File: config.mk
export PLATFORM = sky130hd
export DESIGN_NAME = mhp_tx_scheduler
export DESIGN_NICKNAME = d
export VERILOG_FILES = /design/src/rtl/mhp_tx_scheduler.sv
export SDC_FILE = /design/constraint.sdc
export NUM_CORES = 2
export LEC_CHECK = 0
export CAP_MARGIN = 20
export CORE_AREA = 2 2 762 764
export CTS_CLUSTER_DIAMETER = 150
export DETAILED_ROUTE_END_ITERATION = 10
export DIE_AREA = 0 0 764 766
export GPL_TIMING_DRIVEN = 0
export PLACE_DENSITY = 0.3
export SLEW_MARGIN = 20
export SYNTH_ARGS = -nofsm -noshare
export SYNTH_HDL_FRONTEND = slang
export SYNTH_SLANG_ARGS = --single-unit
export TNS_END_PERCENT = 1
File: constraint.sdc
create_clock -name clk -period 8 [get_ports clk]
set_clock_uncertainty 0.1 [all_clocks]
set_input_delay 2.4 -clock clk [delete_from_list [all_inputs] [get_ports clk]]
set_output_delay 2.4 -clock clk [all_outputs]
set_load 0.005 [all_outputs]
File: src/rtl/mhp_tx_scheduler.sv
// Round-robin scheduler that shares one frame assembler among NUM_REQ requesters.
// Latches the winner's fields, starts the assembler, waits for done (with watchdog), then gaps.
module mhp_tx_scheduler #(
  parameter int          NUM_REQ    = 4,
  parameter logic [15:0] SRC_ADDR   = 16'h0001,
  parameter int          GAP_CYCLES = 2,
  parameter int          TIMEOUT    = 64
) (
  input  logic                    clk,
  input  logic                    rst,
  input  logic [NUM_REQ-1:0]      req,
  input  logic [NUM_REQ*16-1:0]   req_dst,
  input  logic [NUM_REQ-1:0]      req_dir,
  input  logic [NUM_REQ*7-1:0]    req_type,
  input  logic [NUM_REQ*16-1:0]   req_size,
  input  logic [NUM_REQ*336-1:0]  req_payload,
  input  logic [NUM_REQ*6-1:0]    req_payload_size,
  output logic [NUM_REQ-1:0]      req_ack,
  output logic [NUM_REQ-1:0]      req_err,
  output logic [15:0]             asm_dst,
  output logic [15:0]             asm_src,
  output logic [15:0]             asm_size,
  output logic                    asm_dir,
  output logic [6:0]              asm_type,
  output logic [335:0]            asm_payload,
  output logic [5:0]              asm_payload_size,
  output logic                    asm_start,
  input  logic                    asm_done,
  output logic                    busy,
  output logic [2:0]              grant_idx,
  output logic [7:0]              timeout_cnt
);

  localparam int GAP_EFF = (GAP_CYCLES < 2) ? 2 : GAP_CYCLES;
  localparam int TO_EFF  = (TIMEOUT < 2) ? 2 : TIMEOUT;
  localparam int GAP_W   = $clog2(GAP_EFF + 1);
  localparam int WD_W    = $clog2(TO_EFF + 1);
  localparam logic [5:0] MAX_PAYLOAD = 6'd42;
  localparam logic [NUM_REQ-1:0] ONE_HOT = {{(NUM_REQ-1){1'b0}}, 1'b1};

  typedef enum logic [1:0] {IDLE, START, WAIT_DONE, GAP} state_t;

  state_t state, state_next;

  logic [2:0]       last;
  logic [2:0]       sel;
  logic [2:0]       cand;
  logic             sel_valid;
  logic             load;
  logic             to_inc;
  logic [5:0]       sel_psize;
  logic [GAP_W-1:0] gap_cnt, gap_cnt_next;
  logic [WD_W-1:0]  wd_cnt, wd_cnt_next;
  logic [NUM_REQ-1:0] ack_next, err_next;

  logic [7:0]   req_arr;
  logic [15:0]  dst_arr   [8];
  logic         dir_arr   [8];
  logic [6:0]   type_arr  [8];
  logic [15:0]  size_arr  [8];
  logic [335:0] pay_arr   [8];
  logic [5:0]   psize_arr [8];

  // Pad every requester field out to 8 slots so a 3-bit index selects cleanly.
  for (genvar i = 0; i < 8; i++) begin : g_fields
    if (i < NUM_REQ) begin : g_used
      assign req_arr[i]   = req[i];
      assign dst_arr[i]   = req_dst[16*i +: 16];
      assign dir_arr[i]   = req_dir[i];
      assign type_arr[i]  = req_type[7*i +: 7];
      assign size_arr[i]  = req_size[16*i +: 16];
      assign pay_arr[i]   = req_payload[336*i +: 336];
      assign psize_arr[i] = req_payload_size[6*i +: 6];
    end else begin : g_unused
      assign req_arr[i]   = 1'b0;
      assign dst_arr[i]   = '0;
      assign dir_arr[i]   = 1'b0;
      assign type_arr[i]  = '0;
      assign size_arr[i]  = '0;
      assign pay_arr[i]   = '0;
      assign psize_arr[i] = '0;
    end
  end

  // Search starts just after the last winner so every pending requester gets a turn.
  always_comb begin
    sel       = last;
    sel_valid = 1'b0;
    cand      = '0;
    for (int k = 1; k <= NUM_REQ; k++) begin
      cand = 3'((int'(last) + k) % NUM_REQ);
      if (!sel_valid && req_arr[cand]) begin
        sel       = cand;
        sel_valid = 1'b1;
      end
    end
  end

  assign sel_psize = (psize_arr[sel] > MAX_PAYLOAD) ? MAX_PAYLOAD : psize_arr[sel];

  always_ff @(posedge clk) begin
    if (rst) begin
      state <= IDLE;
    end else begin
      state <= state_next;
    end
  end

  // A done arriving on the timeout cycle takes priority over the abort.
  always_comb begin
    state_next   = state;
    load         = 1'b0;
    to_inc       = 1'b0;
    gap_cnt_next = gap_cnt;
    wd_cnt_next  = wd_cnt;
    ack_next     = '0;
    err_next     = '0;
    case (state)
      IDLE: begin
        if (sel_valid) begin
          load       = 1'b1;
          state_next = START;
        end
      end
      START: begin
        wd_cnt_next = '0;
        state_next  = WAIT_DONE;
      end
      WAIT_DONE: begin
        if (asm_done) begin
          ack_next     = ONE_HOT << grant_idx;
          gap_cnt_next = GAP_W'(GAP_EFF);
          state_next   = GAP;
        end else if (wd_cnt == WD_W'(TO_EFF - 2)) begin
          err_next     = ONE_HOT << grant_idx;
          to_inc       = 1'b1;
          gap_cnt_next = GAP_W'(GAP_EFF);
          state_next   = GAP;
        end else begin
          wd_cnt_next = wd_cnt + 1'b1;
        end
      end
      GAP: begin
        gap_cnt_next = gap_cnt - 1'b1;
        if (gap_cnt <= GAP_W'(1)) begin
          state_next = IDLE;
        end
      end
      default: state_next = IDLE;
    endcase
  end

  always_ff @(posedge clk) begin
    if (rst) begin
      last             <= 3'(NUM_REQ - 1);
      grant_idx        <= '0;
      gap_cnt          <= '0;
      wd_cnt           <= '0;
      req_ack          <= '0;
      req_err          <= '0;
      timeout_cnt      <= '0;
      asm_dst          <= '0;
      asm_size         <= '0;
      asm_dir          <= 1'b0;
      asm_type         <= '0;
      asm_payload      <= '0;
      asm_payload_size <= '0;
    end else begin
      gap_cnt <= gap_cnt_next;
      wd_cnt  <= wd_cnt_next;
      req_ack <= ack_next;
      req_err <= err_next;
      if (to_inc && timeout_cnt != 8'hFF) begin
        timeout_cnt <= timeout_cnt + 8'd1;
      end
      if (load) begin
        last             <= sel;
        grant_idx        <= sel;
        asm_dst          <= dst_arr[sel];
        asm_size         <= size_arr[sel];
        asm_dir          <= dir_arr[sel];
        asm_type         <= type_arr[sel];
        asm_payload      <= pay_arr[sel];
        asm_payload_size <= sel_psize;
      end
    end
  end

  assign asm_src   = SRC_ADDR;
  assign asm_start = (state == START);
  assign busy      = (state != IDLE);

endmodule

==> out/results.tsv <==
stage	metric	value	unit
setup_path	startpoint	req[2]	
layout	postLayoutCellArea	58200	um^2
grt	grt_pass1_vias	41800	
power	power_leakage	20.3	nW
setup_path	endpoint	asm_payload[181]$_SDFFE_PP0P_	
floorplan	die_h	766	um
power	p_clk_share	16.2	%
logic_synthesis	syn_avg_cell_area	5.91	um^2
setup_path	crit_arrival	6930	ps
setup_path	critPathMaxFanout	14	
layout	nets	7974	
outcome	violations	antenna rules	
clocking	clock_sinks	414	
hold_path	hold_class	reg2reg	
logic_synthesis	yosysMostFrequentCell	nand2_1	
route	drc	0	
setup_path	r2r_start	last[0]$_SDFFE_PP1P_	
setup_path	cp-start-kind	primary input	
timing	finalCritPeriodShare	79.5	%
timing	finalSetupViolations	0	
timing	rsz0062_at_grt	false	
power	p_sw	11.5	mW
route	viasPerCell	3.01	
power	ir_drop	0.152	mV
power	p_int	9.47	mW
clocking	clockBufferDepth	4	
layout	drive_above_1_share	5.86	%
setup_path	regToRegSetupSlack	3030	ps
route	drt_iter0_drc	3953	
setup_path	critPathRequiredTime	8570	ps
clocking	htree_num_levels	3	
timing	tns	0	ps
timing	hold_viol	0	
route	dr_total_vias	43200	
route	wl_per_cell	34.3	um
timing	slew_violations	0	
layout	layout-area-overhead-vs-synth	124	%
placement	dp.cells	14100	
grt	grt_antenna_before_repair	483	
clocking	cts_made_buffers	73	
logic_synthesis	async_flop_share	0	%
logic_synthesis	ys.warnings.count	0	
logic_synthesis	yosys-top-cells-area	dfxtp_1, nand2_1, nand3_1	
layout	final_cells	14400	
grt	grtUsageTotal	16.1	%
clocking	cts_resized	0	
clocking	worstSkewPairLatency	810	ps
floorplan	coreArea	576000	um^2
logic_synthesis	yosysUniqueCellTypes	55	
timing	slew_headroom	27.6	%
setup_path	end_kind	flip-flop	
logic_synthesis	synth_cells	4397	
logic_synthesis	synth-main-ff-cell	dfxtp_1	
timing	fmax	0.157	GHz
route	wirelength	493000	um
power	switching_share	54.8	%
outcome	outcome	complete, but fails checks	
logic_synthesis	synth.top_cells.by_count	nand2_1, nand3_1, dfxtp_1	
timing	tightest_slew	1090	ps
timing	holdWs	354	ps
floorplan	die_w	764	um
clocking	ctsHoldBuffers	0	
route	dr.pass1.iters	6	
clocking	post_cts_buffers	0	
setup_path	path_class	in2reg	
grt	overflow	0	
floorplan	initial_utilization	4.51	%
logic_synthesis	synth_seq_cells	414	
timing	layout_min_cycle_time	6360	ps
logic_synthesis	synth_top_area_share	31.9	%
job	drv_cap	0	
power	powerDensity	360	nW/um^2
clocking	cts_tree	done	
logic_synthesis	ys_seq_area_share	31.9	%
placement	dpl.hpwl	447000	um
grt	grt_pass1_wl	584000	um
layout	nFillCells	67800	
setup_path	r2r_cells	9	
power	p_seq_share	17.9	%
floorplan	num_rows	279	
floorplan	dieArea	585000	um^2
grt	grt_max_degree	12	
placement	place.gp.congestion	0.938	
route	ant_nets	1	
floorplan	ios	1954	
clocking	ctsRootBufferMaster	clkbuf_16	
logic_synthesis	synth_edf_count	0	
logic_synthesis	syn_area	26000	um^2
logic_synthesis	synth_top_area_cell	dfxtp_1	
placement	placed_area	55400	um^2
setup_path	r2r-end	asm_payload[181]$_SDFFE_PP0P_	
placement	port_buffers	1934	
power	combPwrFrac	65.9	%
clocking	cts.clk_slew.worst_paths	60	ps
## registers in the layout, summed over array words and instances, names as in the netlist
name / flops
asm_size: 16
req_ack: 4
asm_payload_size: 6
asm_payload: 336
asm_dst: 16
state: 2
asm_type: 7
timeout_cnt: 8
gap_cnt: 2
grant_idx: 3
last: 2
asm_dir: 1
wd_cnt: 7
req_err: 4
## kinds of logic (layout without fill, tap and decap cells)
| group | count (synthesis) | in the layout | share of synthesized area, % |
|---|---|---|---|
| multiplexers | 10 | 10 | 0.491 |
| buffers and inverters | 414 | 2485 | 7.28 |
| other | 2 | 161 | 0.0289 |
| XOR/XNOR | 11 | 11 | 0.371 |
| adder cells (fa/ha/maj) | 8 | 8 | 0.385 |
| AND/OR/NAND/NOR | 3116 | 3116 | 50.9 |
| flip-flops | 414 | 414 | 31.9 |
| AO/OA/AOI/OAI | 422 | 422 | 8.63 |
## cell usage in the layout, fill, tap and decap left out, drive strengths merged, types with 8 or more instances in the layout
cell type	instances
diode	145
conb	16
nor2	32
clkdlybuf4s50	1934
clkinv	13
nor3	10
nand2b	8
buf	234
nand2	1904
dfxtp	414
clkbuf	279
a21oi	388
ha	8
nand3	1138
inv	15
## layer usage
layer | global-route usage (%) | part of all wire, % | vias up
li1 | - | - | 18800
met1 | 19.1 | 40 | 20600
met2 | 26.4 | 45 | 2715
met3 | 7.37 | 12 | 825
met4 | 3.49 | 2.9 | 254
met5 | 0 | 0.34 | -
## worst min-delay path by stage
stage / end / startpoint / slack, ps / depth (start not counted)
2_1_floorplan: asm_payload_size[4]$_SDFFE_PP0P_ / asm_payload_size[4]$_SDFFE_PP0P_ / 350 / 2
3_3_place_gp: asm_dst[4]$_SDFFE_PP0P_ / asm_dst[4]$_SDFFE_PP0P_ / 340 / 2
3_5_place_dp: asm_payload[42]$_SDFFE_PP0P_ / asm_payload[42]$_SDFFE_PP0P_ / 350 / 2
4_1_cts: asm_payload[42]$_SDFFE_PP0P_ / asm_payload[42]$_SDFFE_PP0P_ / 350 / 2
5_1_grt: asm_payload[313]$_SDFFE_PP0P_ / asm_payload[313]$_SDFFE_PP0P_ / 370 / 2
6_report: asm_payload[195]$_SDFFE_PP0P_ / asm_payload[195]$_SDFFE_PP0P_ / 350 / 2
## worst max-delay path, stage by stage
cell and delay [ps]:
clkdlybuf4s50_1 580, nand2b_1 210, o32a_4 230, and2_1 130, buf_4 510, buf_2 590
buf_2 860, nand3_1 790, nand3_1 290, a21oi_1 80
## layout make-up
| class | count | area [um^2] | area share, % |
|---|---|---|---|
| multi-input cells | 3583 | 15900 | 27.3 |
| clock inverters | 24 | 298 | 0.512 |
| flip-flops and latches | 414 | 8290 | 14.3 |
| diodes | 145 | 363 | 0.624 |
| repair buffers | 1945 | 19600 | 33.7 |
| inverters | 14 | 52.6 | 0.0904 |
| plain buffers | 400 | 1880 | 3.23 |
| clock buffers | 102 | 2090 | 3.59 |
| well taps | 7727 | 9670 | 16.6 |
## power by group through the flow
stage          sequential (mW)  combinational (mW)  clock [mW]
2_1_floorplan             3.67                4.81           0
3_3_place_gp              3.76                14.1           0
3_5_place_dp              3.78                14.1           0
4_1_cts                   3.76                14.1        3.55
5_1_grt                   3.87                14.6        3.58
6_report                  3.75                13.8        3.39
## through the flow
stage               setup WS (ps)  power (mW)  utilization [%]
global route                 1590        22.1             10.0
floorplan                    3710        8.48                -
global placement             -487        17.8             9.56
CTS                          1650        21.4             10.0
finish                       1640        20.9             10.1
detailed placement            713        17.9             9.61
Power figures use the tool's default switching activity.
